File: src/rtl/frame_seq_pkg.sv
// Shared definitions for the frame sequencer.
//   seq_state_t : sequencer FSM states
//   DEN_MIN     : smallest denominator handed to norm_reader (never 0)
//   frame_pix() : pixels expected in one cropped frame
package frame_seq_pkg;

   typedef enum logic [2:0] {
      ST_IDLE          = 3'd0,
      ST_LAUNCH        = 3'd1,
      ST_WAIT_CF_READY = 3'd2,
      ST_WAIT_DONE     = 3'd3,
      ST_FINISH        = 3'd4,
      ST_ERR           = 3'd5
   } seq_state_t;

   localparam logic [7:0] DEN_MIN = 8'd1;

   function automatic int frame_pix(input int rows, input int cols);
      return rows * cols;
   endfunction

endpackage

File: src/rtl/frame_max_tracker.sv
// Snoops the crop-filter output stream during a frame.
// Keeps the running pixel maximum and a saturating beat counter, and loads
// the norm_reader denominator (zero replaced by DEN_MIN) on cf_ap_done.
// Ports:
//   clk, srst           : clock, synchronous active-high reset
//   i_clear             : start of a new frame, clears max and beat count
//   i_active            : sequencer is outside IDLE
//   i_beat, i_data      : accepted snoop beat and its pixel
//   i_cf_done           : crop-filter done pulse
//   o_denominator       : registered frame maximum
//   o_size_mismatch     : done arrived with a beat count other than a full frame
module frame_max_tracker
   import frame_seq_pkg::*;
#(
   parameter int OUT_ROWS = 10,
   parameter int OUT_COLS = 10
) (
   input  logic       clk,
   input  logic       srst,
   input  logic       i_clear,
   input  logic       i_active,
   input  logic       i_beat,
   input  logic [7:0] i_data,
   input  logic       i_cf_done,
   output logic [7:0] o_denominator,
   output logic       o_size_mismatch
);

   localparam int PIX = frame_pix(OUT_ROWS, OUT_COLS);
   localparam int CW  = ($clog2(PIX + 2) > 8) ? $clog2(PIX + 2) : 8;
   localparam logic [CW-1:0] CNT_SAT  = CW'(PIX + 1);
   localparam logic [CW-1:0] CNT_FULL = CW'(PIX);

   logic [7:0]    r_run_max;
   logic [CW-1:0] r_beat_cnt;
   logic [7:0]    r_den;
   logic          w_beat;
   logic [7:0]    w_cur_max;
   logic [CW-1:0] w_cnt_next;

   assign w_beat = i_active & i_beat;

   // The beat in flight this cycle is folded in so a last beat that lands
   // together with cf_ap_done is counted in both the max and the size check.
   assign w_cur_max  = (w_beat && (i_data > r_run_max)) ? i_data : r_run_max;
   assign w_cnt_next = (w_beat && (r_beat_cnt != CNT_SAT)) ? r_beat_cnt + 1'b1 : r_beat_cnt;

   always_ff @(posedge clk) begin
      if (srst) begin
         r_run_max  <= '0;
         r_beat_cnt <= '0;
         r_den      <= DEN_MIN;
      end else begin
         if (i_clear) begin
            r_run_max  <= '0;
            r_beat_cnt <= '0;
         end else begin
            r_run_max  <= w_cur_max;
            r_beat_cnt <= w_cnt_next;
         end
         if (i_active && i_cf_done)
            r_den <= (w_cur_max == 8'd0) ? DEN_MIN : w_cur_max;
      end
   end

   assign o_denominator   = r_den;
   assign o_size_mismatch = i_active & i_cf_done & (w_cnt_next != CNT_FULL);

endmodule

File: src/rtl/frame_seq_ctrl.sv
// Sequences one frame pass through crop-filter and norm_reader.
// norm_reader is started in LAUNCH together with crop-filter so its ready
// gate is armed before cf_ap_done can arrive. Completion waits for both done
// pulses in any order; every wait state is guarded by a cycle timeout.
// Ports:
//   clk, srst                 : clock, synchronous active-high reset
//   frame_start, clear_err    : host requests
//   cf_ap_start/ready/done    : crop-filter control (start held until ready)
//   nr_ap_start/done          : norm_reader control (start is one pulse)
//   seq_ap_idle               : norm_reader sequencer-idle gate
//   snoop_tvalid/tready/tdata : observed crop-filter output stream
//   norm_denominator          : frame maximum for norm_reader
//   busy, frame_done, frame_count : status
//   timeout_err, size_err, overrun_err : sticky error flags
//   dbg_state                 : current FSM state
//
// Handshakes: a stream beat counts only when snoop_tvalid and snoop_tready are
// both high on a rising edge; cf_ap_start stays high until cf_ap_ready (or
// cf_ap_done) has been seen, after which it drops.
module frame_seq_ctrl
   import frame_seq_pkg::*;
#(
   parameter int OUT_ROWS       = 10,
   parameter int OUT_COLS       = 10,
   parameter int TIMEOUT_CYCLES = 2**20
) (
   input  logic        clk,
   input  logic        srst,
   input  logic        frame_start,
   input  logic        clear_err,
   output logic        cf_ap_start,
   input  logic        cf_ap_ready,
   input  logic        cf_ap_done,
   output logic        nr_ap_start,
   input  logic        nr_ap_done,
   output logic        seq_ap_idle,
   input  logic        snoop_tvalid,
   input  logic        snoop_tready,
   input  logic [7:0]  snoop_tdata,
   output logic [7:0]  norm_denominator,
   output logic        busy,
   output logic        frame_done,
   output logic [15:0] frame_count,
   output logic        timeout_err,
   output logic        size_err,
   output logic        overrun_err,
   output logic [2:0]  dbg_state
);

   localparam int TW = $clog2(TIMEOUT_CYCLES) + 1;
   localparam logic [TW-1:0] TMO_LAST = TW'(TIMEOUT_CYCLES - 1);

   seq_state_t    r_state;
   seq_state_t    w_next;
   logic [TW-1:0] r_tmo_cnt;
   logic          r_cf_done_f;
   logic          r_nr_done_f;
   logic          r_frame_done;
   logic [15:0]   r_frame_count;
   logic          r_timeout_err;
   logic          r_size_err;
   logic          r_overrun_err;
   logic          w_in_wait;
   logic          w_tmo_hit;
   logic          w_cf_seen;
   logic          w_nr_seen;
   logic          w_new_frame;
   logic          w_size_mismatch;

   assign w_in_wait   = (r_state == ST_WAIT_CF_READY) || (r_state == ST_WAIT_DONE);
   assign w_tmo_hit   = w_in_wait && (r_tmo_cnt == TMO_LAST);
   assign w_cf_seen   = r_cf_done_f | cf_ap_done;
   assign w_nr_seen   = r_nr_done_f | nr_ap_done;
   assign w_new_frame = (r_state == ST_IDLE) && frame_start;

   always_comb begin
      w_next      = r_state;
      cf_ap_start = 1'b0;
      nr_ap_start = 1'b0;
      seq_ap_idle = 1'b0;
      busy        = 1'b1;
      case (r_state)
         ST_IDLE: begin
            seq_ap_idle = 1'b1;
            busy        = 1'b0;
            if (frame_start) w_next = ST_LAUNCH;
         end
         ST_LAUNCH: begin
            cf_ap_start = 1'b1;
            nr_ap_start = 1'b1;
            seq_ap_idle = 1'b1;
            w_next      = cf_ap_ready ? ST_WAIT_DONE : ST_WAIT_CF_READY;
         end
         ST_WAIT_CF_READY: begin
            cf_ap_start = 1'b1;
            if (cf_ap_ready || cf_ap_done) w_next = ST_WAIT_DONE;
            else if (w_tmo_hit)            w_next = ST_ERR;
         end
         ST_WAIT_DONE: begin
            if (w_cf_seen && w_nr_seen) w_next = ST_FINISH;
            else if (w_tmo_hit)         w_next = ST_ERR;
         end
         ST_FINISH: begin
            w_next = ST_IDLE;
         end
         ST_ERR: begin
            busy = 1'b0;
            if (clear_err) w_next = ST_IDLE;
         end
         default: begin
            w_next = ST_IDLE;
         end
      endcase
   end

   always_ff @(posedge clk) begin
      if (srst) begin
         r_state       <= ST_IDLE;
         r_tmo_cnt     <= '0;
         r_cf_done_f   <= 1'b0;
         r_nr_done_f   <= 1'b0;
         r_frame_done  <= 1'b0;
         r_frame_count <= '0;
         r_timeout_err <= 1'b0;
         r_size_err    <= 1'b0;
         r_overrun_err <= 1'b0;
      end else begin
         r_state      <= w_next;
         r_frame_done <= (w_next == ST_FINISH);
         if (w_next == ST_FINISH)
            r_frame_count <= r_frame_count + 16'd1;

         // Restarts on every state change, so each wait state gets a full budget.
         if ((w_next != r_state) || !w_in_wait) r_tmo_cnt <= '0;
         else                                  r_tmo_cnt <= r_tmo_cnt + 1'b1;

         if (w_new_frame) begin
            r_cf_done_f <= 1'b0;
            r_nr_done_f <= 1'b0;
         end else if (busy) begin
            r_cf_done_f <= w_cf_seen;
            r_nr_done_f <= w_nr_seen;
         end

         if ((r_state == ST_ERR) && clear_err) begin
            r_timeout_err <= 1'b0;
            r_size_err    <= 1'b0;
            r_overrun_err <= 1'b0;
         end else begin
            if (w_tmo_hit && (w_next == ST_ERR)) r_timeout_err <= 1'b1;
            if (w_size_mismatch)                 r_size_err    <= 1'b1;
            if (busy && frame_start)             r_overrun_err <= 1'b1;
         end
      end
   end

   frame_max_tracker #(
      .OUT_ROWS (OUT_ROWS),
      .OUT_COLS (OUT_COLS)
   ) u_tracker (
      .clk             (clk),
      .srst            (srst),
      .i_clear         (w_new_frame),
      .i_active        (r_state != ST_IDLE),
      .i_beat          (snoop_tvalid & snoop_tready),
      .i_data          (snoop_tdata),
      .i_cf_done       (cf_ap_done),
      .o_denominator   (norm_denominator),
      .o_size_mismatch (w_size_mismatch)
   );

   assign frame_done  = r_frame_done;
   assign frame_count = r_frame_count;
   assign timeout_err = r_timeout_err;
   assign size_err    = r_size_err;
   assign overrun_err = r_overrun_err;
   assign dbg_state   = r_state;

endmodule

File: config.mk
export PLATFORM = sky130hd
export DESIGN_NAME = frame_seq_ctrl
export DESIGN_NICKNAME = d
export VERILOG_FILES = /design/src/rtl/frame_seq_pkg.sv /design/src/rtl/frame_max_tracker.sv /design/src/rtl/frame_seq_ctrl.sv
export SDC_FILE = /design/constraint.sdc
export NUM_CORES = 1
export LEC_CHECK = 0
export ABC_AREA = 1
export ABC_CLOCK_PERIOD_IN_PS = 1800
export BUFFER_PORTS_ARGS = -buffer_cell sky130_fd_sc_hd__buf_2
export CORE_ASPECT_RATIO = 1.4
export CORE_MARGIN = 4
export CORE_UTILIZATION = 30
export CTS_CLUSTER_SIZE = 20
export DETAILED_ROUTE_END_ITERATION = 10
export GPL_TIMING_DRIVEN = 0
export PLACE_DENSITY_LB_ADDON = 0.15
export RECOVER_POWER = 50
export SYNTH_ARGS = -nofsm -noshare
export SYNTH_HDL_FRONTEND = slang
export SYNTH_SLANG_ARGS = --single-unit
File: constraint.sdc
create_clock -name clk -period 1.8 [get_ports clk]
set_input_delay 0.27 -clock clk [delete_from_list [all_inputs] [get_ports clk]]
set_output_delay 0.27 -clock clk [all_outputs]
set_load 0.05 [all_outputs]
==> results_tabular.tex, run 1 <==
\begin{tabular}{lr}
\hline
Metric & Value \\
\hline
\multicolumn{2}{l}{\textbf{Outcome}} \\
Status & finished clean \\
\multicolumn{2}{l}{\textbf{Synth}} \\
Count of flip-flops with a built-in enable after synthesis & 0 \\
Most numerous cell types in the synthesized netlist & 131 x sky130\_fd\_sc\_hd\_\_nand2\_1, 71 x sky130\_fd\_sc\_hd\_\_inv\_1, 70 x sky130\_fd\_sc\_hd\_\_dfxtp\_1 \\
Post-synth top area share & 39.0\% \\
Cell area after synthesis & around 3600 um2 \\
Warnings from Yosys & 0 \\
Post-synthesis simple-gate area fraction & 33.2\% \\
Area contributors post-synth & sky130\_fd\_sc\_hd\_\_dfxtp\_1 39\%, sky130\_fd\_sc\_hd\_\_nand2\_1 14\%, sky130\_fd\_sc\_hd\_\_inv\_1 7.4\% \\
Area share of fa/ha/maj cells after synthesis & 4.18\% \\
Portion of netlist area occupied by mux cells & 0\% \\
Top\_reg\_cell synth & sky130\_fd\_sc\_hd\_\_dfxtp\_1 \\
Most common cell in the netlist & sky130\_fd\_sc\_hd\_\_nand2\_1 \\
Cells after synthesis & 510 \\
Count of cell types in the netlist & 35 \\
Parity-gate share of the synthesized area counting xor and xnor cells & between 5 and 6\% \\
Largest area contributor in the netlist & sky130\_fd\_sc\_hd\_\_dfxtp\_1 \\
Fraction of registers with async set/reset & 0\% \\
Main combinational cell family by area after synthesis & simple AND/OR/NAND/NOR gates \\
Avg Inst Size Synth & 7.04 um2 \\
Synthesized Nets & roughly 540 \\
Synthesized-area fraction occupied by ao, oa, aoi and oai cells & 9.30\% \\
Sequential share of the synthesized area & 39.0\% \\
Yosys reg bits & 70 \\
\multicolumn{2}{l}{\textbf{Timing}} \\
Worst slew margin relative to its limit & 63.7\% \\
Count of final hold-check violations & 0 \\
Worst slack on hold paths & 215 ps \\
Number of setup violations in the final report & 0 \\
Setup repair after global routing missed its margin & true \\
Final Cycle Share & 99.5\% \\
Count of pins over their slew limit & 0 \\
Tightest Pin Transition & around 540 ps \\
Highest achievable clock rate & around 560 MHz \\
Post-route clock skew & about 5.1 ps \\
Minimum clock period after layout & 1790 ps \\
\multicolumn{2}{l}{\textbf{Floorplanning}} \\
Ports & 52 \\
Starting density of the core & around 30\% \\
Die area & 13800 um2 \\
Die outline height & 137 um \\
Cell Rows & 47 \\
Standard cell core area & 11800 um2 \\
Chip Width & 100 um \\
\multicolumn{2}{l}{\textbf{Worst setup path}} \\
Crit. End Element & flop \\
Buffers and inverters on the worst path & 2 \\
Path depth of the worst reg2reg path & 13 \\
Crit path depth & 13 \\
Cell type group with the largest total delay on the critical path & simple AND/OR/NAND/NOR gates \\
Delay of the slowest cell on the worst path & approximately 360 ps \\
Maximum fanout along the worst path & 5 \\
Startpoint of the lowest-slack register-to-register path & r\_tmo\_cnt[0] \\
Register-to-register setup slack & 9 ps \\
Arrival time of the worst setup path & approximately 2000 ps \\
Element type at the critical path start & flop \\
Critical Path Start & r\_tmo\_cnt[0] \\
Critical Setup Path Class & flop to flop \\
Worst-path cell chain & ha\_4 -> nand2\_4 -> nor2\_4 -> nand2\_4 -> nor2\_4 -> nand3\_2 -> nand3\_2 -> nand2\_2 -> nand2\_2 -> inv\_2 -> nand3b\_4 -> clkbuf\_16 -> nor2\_2 \\
Worst setup path endpoint & r\_tmo\_cnt[15] \\
Data required time of the critical path & 2030 ps \\
Critical-path top delay cell & sky130\_fd\_sc\_hd\_\_dfxtp\_4 \\
Reg-to-reg critical path endpoint & r\_tmo\_cnt[15] \\
\multicolumn{2}{l}{\textbf{Drt}} \\
Met2 layer wire length in the routed design & 5050 um \\
Detailed Routing Iterations Pass 1 & 4 \\
Met1 Routed Length & 3860 um \\
Iteration-0 DRC Markers & 93 \\
Wire length per cell after detailed routing & 12.7 um \\
Top Metal Used & met4 \\
Routed vias & 3375 \\
Met3 WL & 369 um \\
Per-cell via count in the routed design & 4.51 \\
Wirelength, routed & 9490 um \\
\# DRC & 0 \\
Number of antenna-violating nets in the routed design & 0 \\
\multicolumn{2}{l}{\textbf{Pwr}} \\
Combinational power share & 12.8\% \\
Clock share of power & 44.0\% \\
Reg power frac & between 40\% and 50\% \\
Int Power & 2.69 mW \\
P per Cell Area & 756 nW/um2 \\
Highest ir drop seen on vdd & roughly 0.48 mV \\
P\_leak & 2.12 nW \\
Switching power summed over all nets & between 1 and 1.5 mW \\
Switching portion of total power & 27.5\% \\
\multicolumn{2}{l}{\textbf{Clock network}} \\
Largest buffer count on any clock path & 2 \\
Clock tree from TritonCTS & built \\
Total clock sinks & 70 \\
Number of buffers inserted during clock tree synthesis & 9 \\
Clk Latency, worst-skew pair & 330 ps \\
Clock transition at path regs & $\sim$60 ps \\
H-tree depth & 3 \\
Cell at the root of the clock tree & sky130\_fd\_sc\_hd\_\_clkbuf\_16 \\
\multicolumn{2}{l}{\textbf{Placement}} \\
Gp weighted congestion & 0.813 \\
HPWL Detailed & 6650 um \\
IO Port Bufs & 51 \\
Number of placed instances with taps included & slightly above 700 \\
\multicolumn{2}{l}{\textbf{Final layout}} \\
Number of standard cells in the final layout excluding fillers & 748 \\
Antenna Diode Count & 0 \\
Layout overhead on the synthesized area & 36.7\% \\
Fraction of layout instances using a drive strength above 1 & 33.4\% \\
Nets & approximately 630 \\
\multicolumn{2}{l}{\textbf{Global route}} \\
GR Util All Layers & 13.6\% \\
Vias in the first global route & $\sim$3200 \\
Antenna violations before repair & 0 \\
Wire length of the first global-routing pass & 14700 um \\
Pin count of the biggest net entering global routing & 13 \\
Residual overflow from global routing & 0 \\
\multicolumn{2}{l}{\textbf{Flow run}} \\
Maximum Capacitance Violations & 0 \\
\multicolumn{2}{l}{\textbf{Worst hold path}} \\
Classification of the worst-slack hold path & primary input to flop \\
\hline
\end{tabular}
[power by group through the flow]
stage                     logic (mW)  clock network (mW)  registers, mW
after global placement         0.391                   0           1.64
after floorplan                0.215                   0           1.70
after CTS                      0.404                1.69           1.60
final                          0.476                1.63           1.60
after detailed placement       0.394                   0           1.64
after global routing           0.519                1.75           1.60
[cell usage in the layout (no fill, tap or decap), drive strengths merged, types with 14 or more instances in the layout]
| master | Yosys | layout |
|---|---|---|
| a21oi | 27 | 27 |
| nand2 | 134 | 136 |
| inv | 77 | 76 |
| nand3 | 22 | 22 |
| nor2 | 86 | 86 |
| o21ai | 14 | 14 |
| buf | 3 | 74 |
| dfxtp | 70 | 70 |
| clkbuf | 4 | 15 |
| xor2 | 15 | 15 |
[worst reg2reg max path, stage by stage, from the launching register on]
cell	delay, ps
sky130_fd_sc_hd__dfxtp_4	360
sky130_fd_sc_hd__ha_4	150
sky130_fd_sc_hd__nand2_4	50
sky130_fd_sc_hd__nor2_4	130
sky130_fd_sc_hd__nand2_4	90
sky130_fd_sc_hd__nor2_4	140
sky130_fd_sc_hd__nand3_2	110
sky130_fd_sc_hd__nand3_2	100
sky130_fd_sc_hd__nand2_2	50
sky130_fd_sc_hd__nand2_2	80
sky130_fd_sc_hd__inv_2	50
sky130_fd_sc_hd__nand3b_4	160
sky130_fd_sc_hd__clkbuf_16	180
sky130_fd_sc_hd__nor2_2	30
[metrics by stage]
stage	setup WS (ps)	util (%)	area (um2)	TNS, ps	total power, mW
global route	-64.4	41.7	4910	-963	3.87
CTS	13.8	38.1	4480	0	3.70
floorplan	26.0	-	3620	0	1.92
global placement	-196	34.5	4060	-4520	2.03
detailed placement	-198	34.5	4060	-4870	2.03
finish	9.41	41.7	4910	0	3.71
[logic make-up after synthesis]
| group | Yosys count |
|---|---|
| buffers and inverters | 84 |
| XOR/XNOR | 21 |
| flip-flops | 70 |
| AND/OR/NAND/NOR | 266 |
| adder cells (fa/ha/maj) | 12 |
| AO/OA/AOI/OAI | 57 |
[worst min path at each step]
stage	start	to	cells past startpoint
2_1_floorplan	frame_start	overrun_err	2
3_3_place_gp	overrun_err	overrun_err	2
3_5_place_dp	r_tmo_cnt[0]	r_tmo_cnt[0]	1
4_1_cts	frame_start	overrun_err	3
5_1_grt	frame_start	overrun_err	3
6_report	snoop_tdata[0]	u_tracker.r_run_max[0]	3
[per-layer routing]
layer / track usage [%] / vias to the layer above
li1: - / 1774
met1: 14.8 / 1529
met2: 24.5 / 54
met3: 3.65 / 18
met4: 5.54 / 0
met5: 0 / -
[state kept, by name, indices dropped and copies added (netlist names)]
register,count
r_tmo_cnt,21
r_cf_done_f,1
u_tracker.r_run_max,8
size_err,1
r_nr_done_f,1
frame_count,16
dbg_state,3
u_tracker.r_beat_cnt,8
u_tracker.o_denominator,8
timeout_err,1
frame_done,1
overrun_err,1
[cell type report]
type,count,area [um2]
Buffer,7,61.3
Clock buffer,10,239
Clock inverter,6,37.5
Fill cell,1254,6850
Inverter,77,307
Multi-Input combinational cell,358,2190
Sequential cell,70,1430
Tap cell,147,184
Timing Repair Buffer,72,463
Timing Repair inverter,1,5.00
[timing repair]
item,CTS,global route
hold endpoints to repair,0,0
hold buffers,0,0
gates resized for setup,21,78
buffers inserted,5,14
gates cloned,1,4
endpoints found under the setup margin,33,33
pin swaps,8,28
Note: power is estimated with default switching activity, not from simulation.
==> run 2, diff against run 1 <==
--- a/config.mk
+++ b/config.mk
@@ -11,6 +11,7 @@
 export CORE_ASPECT_RATIO = 1.4
 export CORE_MARGIN = 4
 export CORE_UTILIZATION = 30
+export CTS_BUF_LIST = sky130_fd_sc_hd__clkbuf_4 sky130_fd_sc_hd__clkbuf_8
 export CTS_CLUSTER_SIZE = 20
 export DETAILED_ROUTE_END_ITERATION = 10
 export GPL_TIMING_DRIVEN = 0
==> run 2 against run 1 <==
Against the previous run:
- clock-buffer cell count unchanged
- wire length is 1.9% lower
- worst hold slack worse by 21 ps
- non-clock buffer count is 2 higher
- final cell count rose by 0.27%
- first-iteration DRC count down 4.3%
- highest routed layer unchanged
==> results_tabular.tex, run 2 (same netlist as run 1, synthesis figures left out) <==
\begin{tabular}{lr}
\hline
Metric & Value \\
\hline
\multicolumn{2}{l}{\textbf{Outcome}} \\
Status & finished clean (unchanged) \\
\multicolumn{2}{l}{\textbf{Final layout}} \\
Flip-flop count of the largest register, all copies and words added & 21 (unchanged) \\
Fraction of layout instances using a drive strength above 1 & 33.5\% (was 33.4\%) \\
Nets & 627 (was 625) \\
Antenna Diode Count & 0 (unchanged) \\
Most frequent cells in the layout & 106 x sky130\_fd\_sc\_hd\_\_nand2\_1, 65 x sky130\_fd\_sc\_hd\_\_inv\_1, 56 x sky130\_fd\_sc\_hd\_\_dfxtp\_1, 50 x sky130\_fd\_sc\_hd\_\_nor2\_1, 49 x sky130\_fd\_sc\_hd\_\_buf\_2 (was 106 x sky130\_fd\_sc\_hd\_\_nand2\_1, 65 x sky130\_fd\_sc\_hd\_\_inv\_1, 57 x sky130\_fd\_sc\_hd\_\_dfxtp\_1, 52 x sky130\_fd\_sc\_hd\_\_buf\_2, 51 x sky130\_fd\_sc\_hd\_\_nor2\_1) \\
Top register by number of flip-flops & r\_tmo\_cnt (unchanged) \\
Number of standard cells in the final layout excluding fillers & 750 (was 748) \\
Layout overhead on the synthesized area & 33.4\% (was 36.7\%) \\
Most common library cell in the layout ignoring fill and taps & sky130\_fd\_sc\_hd\_\_nand2\_1 (unchanged) \\
Final design area excluding fillers & 4790 um2 (was 4910 um2) \\
\multicolumn{2}{l}{\textbf{Timing}} \\
Highest achievable clock rate & 561 MHz (was 558 MHz) \\
Worst slew margin relative to its limit & 60.4\% (was 63.7\%) \\
Final Cycle Share & 99.0\% (was 99.5\%) \\
Setup slack of the critical path after layout & 17.4 ps (was 9.41 ps) \\
Count of pins over their slew limit & 0 (unchanged) \\
Setup repair after global routing missed its margin & true (unchanged) \\
Number of setup violations in the final report & 0 (unchanged) \\
Tightest Pin Transition & 597 ps (was 544 ps) \\
Count of final hold-check violations & 0 (unchanged) \\
Post-route clock skew & 8.32 ps (was 5.05 ps) \\
Setup TNS Final & 0 ps (unchanged) \\
Minimum clock period after layout & 1780 ps (was 1790 ps) \\
\multicolumn{2}{l}{\textbf{Drt}} \\
Number of antenna-violating nets in the routed design & 0 (unchanged) \\
\# DRC & 0 (unchanged) \\
Wirelength, routed & 9310 um (was 9490 um) \\
Detailed Routing Iterations Pass 1 & 4 (unchanged) \\
Per-cell via count in the routed design & 4.50 (was 4.51) \\
Wire length per cell after detailed routing & 12.4 um (was 12.7 um) \\
Routed vias & 3373 (was 3375) \\
Iteration-0 DRC Markers & 89 (was 93) \\
\multicolumn{2}{l}{\textbf{Global route}} \\
Residual overflow from global routing & 0 (unchanged) \\
GR Util All Layers & 13.4\% (was 13.6\%) \\
Wire length of the first global-routing pass & 14600 um (was 14700 um) \\
Pin count of the biggest net entering global routing & 13 (unchanged) \\
Vias in the first global route & 3164 (was 3169) \\
Antenna violations before repair & 0 (unchanged) \\
\multicolumn{2}{l}{\textbf{Clock network}} \\
H-tree depth & 3 (unchanged) \\
Cell at the root of the clock tree & sky130\_fd\_sc\_hd\_\_clkbuf\_8 (was sky130\_fd\_sc\_hd\_\_clkbuf\_16) \\
Hold Buf Count CTS & 0 (unchanged) \\
Largest buffer count on any clock path & 2 (unchanged) \\
Clock tree from TritonCTS & built (unchanged) \\
Number of buffers inserted during clock tree synthesis & 9 (unchanged) \\
Total clock sinks & 70 (unchanged) \\
Clk Latency, worst-skew pair & 360 ps (was 330 ps) \\
Clock transition at path regs & 70 ps (was 60 ps) \\
\multicolumn{2}{l}{\textbf{Worst setup path}} \\
Data required time of the critical path & 2050 ps (was 2030 ps) \\
Arrival time of the worst setup path & 2030 ps (was 2020 ps) \\
Element type at the critical path start & flop (unchanged) \\
Maximum fanout along the worst path & 5 (unchanged) \\
Critical Setup Path Class & flop to flop (unchanged) \\
Crit. End Element & flop (unchanged) \\
\multicolumn{2}{l}{\textbf{Pwr}} \\
P per Cell Area & 672 nW/um2 (was 756 nW/um2) \\
Total chip power & 3.22 mW (was 3.71 mW) \\
P\_leak & 2.07 nW (was 2.12 nW) \\
Highest ir drop seen on vdd & 0.459 mV (was 0.480 mV) \\
\multicolumn{2}{l}{\textbf{Placement}} \\
IO Port Bufs & 51 (unchanged) \\
Gp weighted congestion & 0.813 (unchanged) \\
Dpl cell area & 4060 um2 (unchanged) \\
HPWL Detailed & 6650 um (unchanged) \\
Number of placed instances with taps included & 708 (unchanged) \\
Placement-stage worst setup slack & -198 ps (unchanged) \\
\multicolumn{2}{l}{\textbf{Floorplanning}} \\
Standard cell core area & 11800 um2 (unchanged) \\
Ports & 52 (unchanged) \\
Die outline height & 137 um (unchanged) \\
Starting density of the core & 30.5\% (unchanged) \\
Die area & 13800 um2 (unchanged) \\
Cell Rows & 47 (unchanged) \\
Chip Width & 100 um (unchanged) \\
\multicolumn{2}{l}{\textbf{Worst hold path}} \\
Classification of the worst-slack hold path & primary input to flop (unchanged) \\
\multicolumn{2}{l}{\textbf{Flow run}} \\
Maximum Capacitance Violations & 0 (unchanged) \\
\hline
\end{tabular}
==> run 2: layer usage <==
metal / share of wire (%) / up-vias / global-route usage (%)
met2: 53 / 46 / 24.1
met3: 4.1 / 17 / 3.34
met1: 41 / 1528 / 14.8
met4: 2.3 / 0 / 5.99
li1: - / 1782 / -
met5: 0 / - / 0
==> run 2: worst paths after layout <==
check | start | endpoint | slack, ps | cells after the start
min reg2reg | overrun_err | overrun_err | 460 | 2
max reg2reg | r_tmo_cnt[1] | r_tmo_cnt[2] | 20 | 13
min | snoop_tdata[0] | u_tracker.r_run_max[0] | 190 | 3
max | r_tmo_cnt[1] | r_tmo_cnt[2] | 20 | 13
==> run 2: repair_timing <==
action | in CTS | in global routing
pin swaps | 4 | 36
gates resized for setup | 16 | 80
cloned | 0 | 5
endpoints found under the hold margin | 0 | 0
setup buffers | 2 | 19
endpoints found under the setup margin | 35 | 34
==> run 2: power breakdown <==
part / switching [mW] / leakage (nW) / internal [mW] / total (mW)
registers: 0.0230 / 0.574 / 1.57 / 1.60
logic: 0.321 / 1.41 / 0.158 / 0.479
clock network: 0.616 / 0.0841 / 0.529 / 1.14
total: 0.960 / 2.07 / 2.26 / 3.22
==> run 2: area by class of cell <==
class / instances / area [um2]
clock inverter: 6 / 37.5
tap: 147 / 184
timing repair inverter: 1 / 5.00
inverter: 77 / 302
buffer: 7 / 61.3
multi-input combinational: 358 / 2170
sequential: 70 / 1430
clock buffer: 10 / 138
fill: 1265 / 6970
timing repair buffer: 74 / 463
==> run 2: stage by stage <==
step	utilization, %	hold slack [ps]
floorplan	-	413
global placement	34.5	440
detailed placement	34.5	451
CTS	36.6	189
global route	40.8	209
finish	40.8	194
==> run 2: critical path, cell delays in order (launching register included) <==
cell	delay, ps
sky130_fd_sc_hd__dfxtp_2	360
sky130_fd_sc_hd__ha_4	150
sky130_fd_sc_hd__nand2_4	50
sky130_fd_sc_hd__nor2_4	130
sky130_fd_sc_hd__nand2_4	90
sky130_fd_sc_hd__nor2_4	140
sky130_fd_sc_hd__nand3_2	130
sky130_fd_sc_hd__nand3_2	100
sky130_fd_sc_hd__nand2_2	50
sky130_fd_sc_hd__nand2_2	70
sky130_fd_sc_hd__inv_2	50
sky130_fd_sc_hd__nand3b_4	150
sky130_fd_sc_hd__clkbuf_16	180
sky130_fd_sc_hd__nor2_2	30
==> run 3, diff against run 2 <==
--- a/config.mk
+++ b/config.mk
@@ -10,7 +10,7 @@
 export BUFFER_PORTS_ARGS = -buffer_cell sky130_fd_sc_hd__buf_2
 export CORE_ASPECT_RATIO = 1.4
 export CORE_MARGIN = 4
-export CORE_UTILIZATION = 30
+export CORE_UTILIZATION = 31
 export CTS_BUF_LIST = sky130_fd_sc_hd__clkbuf_4 sky130_fd_sc_hd__clkbuf_8
 export CTS_CLUSTER_SIZE = 20
 export DETAILED_ROUTE_END_ITERATION = 10
==> run 3 against run 2 <==
Against the previous run:
- clock skew grew 4.2 ps
- combinational power is essentially flat
- sequential share of layout area shrank 0.10 points
- final area grew 0.34%
- die area shrank 3.0%
- sequential power is essentially flat
- setup slack lost 1.1 ps
- wire length shrank 0.24%
- register-to-register slack is essentially flat
- total power grew 6.3%
==> results_tabular.tex, run 3 (same netlist as run 1, synthesis figures left out) <==
\begin{tabular}{lr}
\hline
Metric & Value \\
\hline
\multicolumn{2}{l}{\textbf{Worst setup path}} \\
Arrival time of the worst setup path & 2020 ps (was 2030 ps) \\
Critical-path top delay cell & sky130\_fd\_sc\_hd\_\_dfxtp\_4 (was sky130\_fd\_sc\_hd\_\_dfxtp\_2) \\
Crit. End Element & flop (unchanged) \\
Element type at the critical path start & flop (unchanged) \\
Cell type group with the largest total delay on the critical path & simple AND/OR/NAND/NOR gates (unchanged) \\
Buffers and inverters on the worst path & 2 (unchanged) \\
Worst-path cell chain & ha\_4 -> nand2\_4 -> nor2\_4 -> nand2\_4 -> nor2\_4 -> nand3\_4 -> nand3\_2 -> nand2\_1 -> nand2\_2 -> inv\_2 -> nand3b\_4 -> clkbuf\_16 -> nor2\_2 (was ha\_4 -> nand2\_4 -> nor2\_4 -> nand2\_4 -> nor2\_4 -> nand3\_2 -> nand3\_2 -> nand2\_2 -> nand2\_2 -> inv\_2 -> nand3b\_4 -> clkbuf\_16 -> nor2\_2) \\
Critical Setup Path Class & flop to flop (unchanged) \\
Maximum fanout along the worst path & 5 (unchanged) \\
Delay of the slowest cell on the worst path & 370 ps (was 360 ps) \\
Data required time of the critical path & 2040 ps (was 2050 ps) \\
Register-to-register setup slack & 20 ps (about the same) \\
\multicolumn{2}{l}{\textbf{Timing}} \\
Worst slack on hold paths & 180 ps (was 194 ps) \\
Setup TNS Final & 0 ps (unchanged) \\
Number of setup violations in the final report & 0 (unchanged) \\
Setup slack of the critical path after layout & 16.2 ps (was 17.4 ps) \\
Count of final hold-check violations & 0 (unchanged) \\
Worst slew margin relative to its limit & 57.9\% (was 60.4\%) \\
Tightest Pin Transition & 634 ps (was 597 ps) \\
Minimum clock period after layout & 1780 ps (about the same) \\
Count of pins over their slew limit & 0 (unchanged) \\
Setup repair after global routing missed its margin & true (unchanged) \\
Post-route clock skew & 12.5 ps (was 8.32 ps) \\
Highest achievable clock rate & 561 MHz (about the same) \\
Final Cycle Share & 99.1\% (was 99.0\%) \\
\multicolumn{2}{l}{\textbf{Drt}} \\
Iteration-0 DRC Markers & 75 (was 89) \\
Wire length per cell after detailed routing & 12.5 um (was 12.4 um) \\
\# DRC & 0 (unchanged) \\
Routed vias & 3382 (was 3373) \\
Detailed Routing Iterations Pass 1 & 4 (unchanged) \\
Per-cell via count in the routed design & 4.55 (was 4.50) \\
Wirelength, routed & 9290 um (was 9310 um) \\
Number of antenna-violating nets in the routed design & 0 (unchanged) \\
\multicolumn{2}{l}{\textbf{Global route}} \\
Vias in the first global route & 3190 (was 3164) \\
Pin count of the biggest net entering global routing & 12 (was 13) \\
GR Util All Layers & 13.4\% (about the same) \\
Wire length of the first global-routing pass & 14500 um (was 14600 um) \\
Antenna violations before repair & 0 (unchanged) \\
Residual overflow from global routing & 0 (unchanged) \\
\multicolumn{2}{l}{\textbf{Final layout}} \\
Core occupancy in the finished layout & 42.4\% (was 40.8\%) \\
Flip-flop count of the largest register, all copies and words added & 21 (unchanged) \\
Top register by number of flip-flops & r\_tmo\_cnt (unchanged) \\
Antenna Diode Count & 0 (unchanged) \\
Fraction of layout instances using a drive strength above 1 & 28.7\% (was 33.5\%) \\
Count of filler cells inserted in the layout & 1189 (was 1265) \\
Layout overhead on the synthesized area & 33.9\% (was 33.4\%) \\
Nets & 624 (was 627) \\
Most frequent cells in the layout & 108 x sky130\_fd\_sc\_hd\_\_nand2\_1, 66 x sky130\_fd\_sc\_hd\_\_inv\_1, 56 x sky130\_fd\_sc\_hd\_\_dfxtp\_1, 51 x sky130\_fd\_sc\_hd\_\_nor2\_1, 32 x sky130\_fd\_sc\_hd\_\_clkbuf\_1 (was 106 x sky130\_fd\_sc\_hd\_\_nand2\_1, 65 x sky130\_fd\_sc\_hd\_\_inv\_1, 56 x sky130\_fd\_sc\_hd\_\_dfxtp\_1, 50 x sky130\_fd\_sc\_hd\_\_nor2\_1, 49 x sky130\_fd\_sc\_hd\_\_buf\_2) \\
Most common library cell in the layout ignoring fill and taps & sky130\_fd\_sc\_hd\_\_nand2\_1 (unchanged) \\
Number of standard cells in the final layout excluding fillers & 744 (was 750) \\
\multicolumn{2}{l}{\textbf{Floorplanning}} \\
Standard cell core area & 11300 um2 (was 11800 um2) \\
Ports & 52 (unchanged) \\
Die area & 13400 um2 (was 13800 um2) \\
Cell Rows & 46 (was 47) \\
Die outline height & 135 um (was 137 um) \\
Chip Width & 99.0 um (was 100 um) \\
Starting density of the core & 31.7\% (was 30.5\%) \\
\multicolumn{2}{l}{\textbf{Placement}} \\
Number of placed instances with taps included & 705 (was 708) \\
Gp weighted congestion & 0.841 (was 0.813) \\
IO Port Bufs & 51 (unchanged) \\
HPWL Detailed & 6600 um (was 6650 um) \\
Placement-stage worst setup slack & -203 ps (was -198 ps) \\
\multicolumn{2}{l}{\textbf{Clock network}} \\
Largest buffer count on any clock path & 2 (unchanged) \\
Clk Latency, worst-skew pair & 350 ps (was 360 ps) \\
Number of buffers inserted during clock tree synthesis & 9 (unchanged) \\
H-tree depth & 3 (unchanged) \\
Clock tree from TritonCTS & built (unchanged) \\
Clock transition at path regs & 80 ps (was 70 ps) \\
Cell at the root of the clock tree & sky130\_fd\_sc\_hd\_\_clkbuf\_8 (unchanged) \\
Total clock sinks & 70 (unchanged) \\
\multicolumn{2}{l}{\textbf{Pwr}} \\
P per Cell Area & 712 nW/um2 (was 672 nW/um2) \\
Highest ir drop seen on vdd & 0.367 mV (was 0.459 mV) \\
P\_leak & 1.97 nW (was 2.07 nW) \\
\multicolumn{2}{l}{\textbf{Worst hold path}} \\
Classification of the worst-slack hold path & primary input to flop (unchanged) \\
\multicolumn{2}{l}{\textbf{Flow run}} \\
Maximum Capacitance Violations & 0 (unchanged) \\
\multicolumn{2}{l}{\textbf{Outcome}} \\
Status & finished clean (unchanged) \\
\hline
\end{tabular}
## run 3: cell count changes in the layout (fill, tap and decap cells not counted), moves of 3 or more
cell / previous run / this run
sky130_fd_sc_hd__buf_2: 49 / 22
sky130_fd_sc_hd__buf_4: 22 / 19
sky130_fd_sc_hd__clkbuf_1: 5 / 32
sky130_fd_sc_hd__clkinv_2: 4 / 1
sky130_fd_sc_hd__inv_2: 9 / 6
sky130_fd_sc_hd__inv_4: 1 / 5
sky130_fd_sc_hd__nand2_2: 22 / 17
sky130_fd_sc_hd__nand2_4: 7 / 11
sky130_fd_sc_hd__nor2_2: 26 / 23
## run 3: layout make-up
cell class / count / area, um2 / area share, %
Clock buffer: 13 / 166 / 3.46
Timing Repair Buffer: 71 / 407 / 8.45
Multi-Input combinational cell: 358 / 2210 / 46.0
Buffer: 7 / 61.3 / 1.27
Inverter: 77 / 302 / 6.27
Tap cell: 144 / 180 / 3.75
Timing Repair inverter: 1 / 7.51 / 0.156
Clock inverter: 3 / 42.5 / 0.884
Sequential cell: 70 / 1430 / 29.7
## run 3: power breakdown
group	internal, mW	total [mW]	leakage, nW	switching (mW)
Combinational	0.155	0.480	1.29	0.325
Clock	0.745	1.35	0.106	0.600
Sequential	1.57	1.60	0.574	0.0240
## run 3: routing by layer
layer	track usage [%]	part of all wire [%]	wire length, um
met1	14.9	41	3790
met2	24.3	52	4860
met3	3.30	4.7	436
met4	5.54	2.2	204
met5	0	0	0
## run 3: path summary, 6_finish.rpt
path	from	to	cells after the start
setup / recovery	r_tmo_cnt[0]	r_tmo_cnt[7]	13
hold / removal	snoop_tdata[0]	u_tracker.r_run_max[0]	3
setup reg to reg	r_tmo_cnt[0]	r_tmo_cnt[7]	13
hold reg to reg	r_tmo_cnt[0]	r_tmo_cnt[0]	1
## run 3: timing repair
action                                  4_1_cts  5_1_grt
setup buffers                                 2       16
cloned                                        1        4
pin swaps                                     3       27
gates resized for setup                      15       87
hold buffers                                  0        0
endpoints found under the setup margin       32       41
endpoints found under the hold margin         0        0
## run 3: tightest hold or removal path: cells and delay by family
family	cells	cell delay, ps
AOI/OAI and AO/OA	1	60
buffers and inverters	1	100
and+or+nand+nor	1	70
## run 3: per-stage QoR
step	total power [mW]	cell area (um2)
floorplan	1.92	3620
global placement	2.03	4050
detailed placement	2.03	4050
CTS	3.41	4340
global route	3.58	4810
finish	3.42	4810
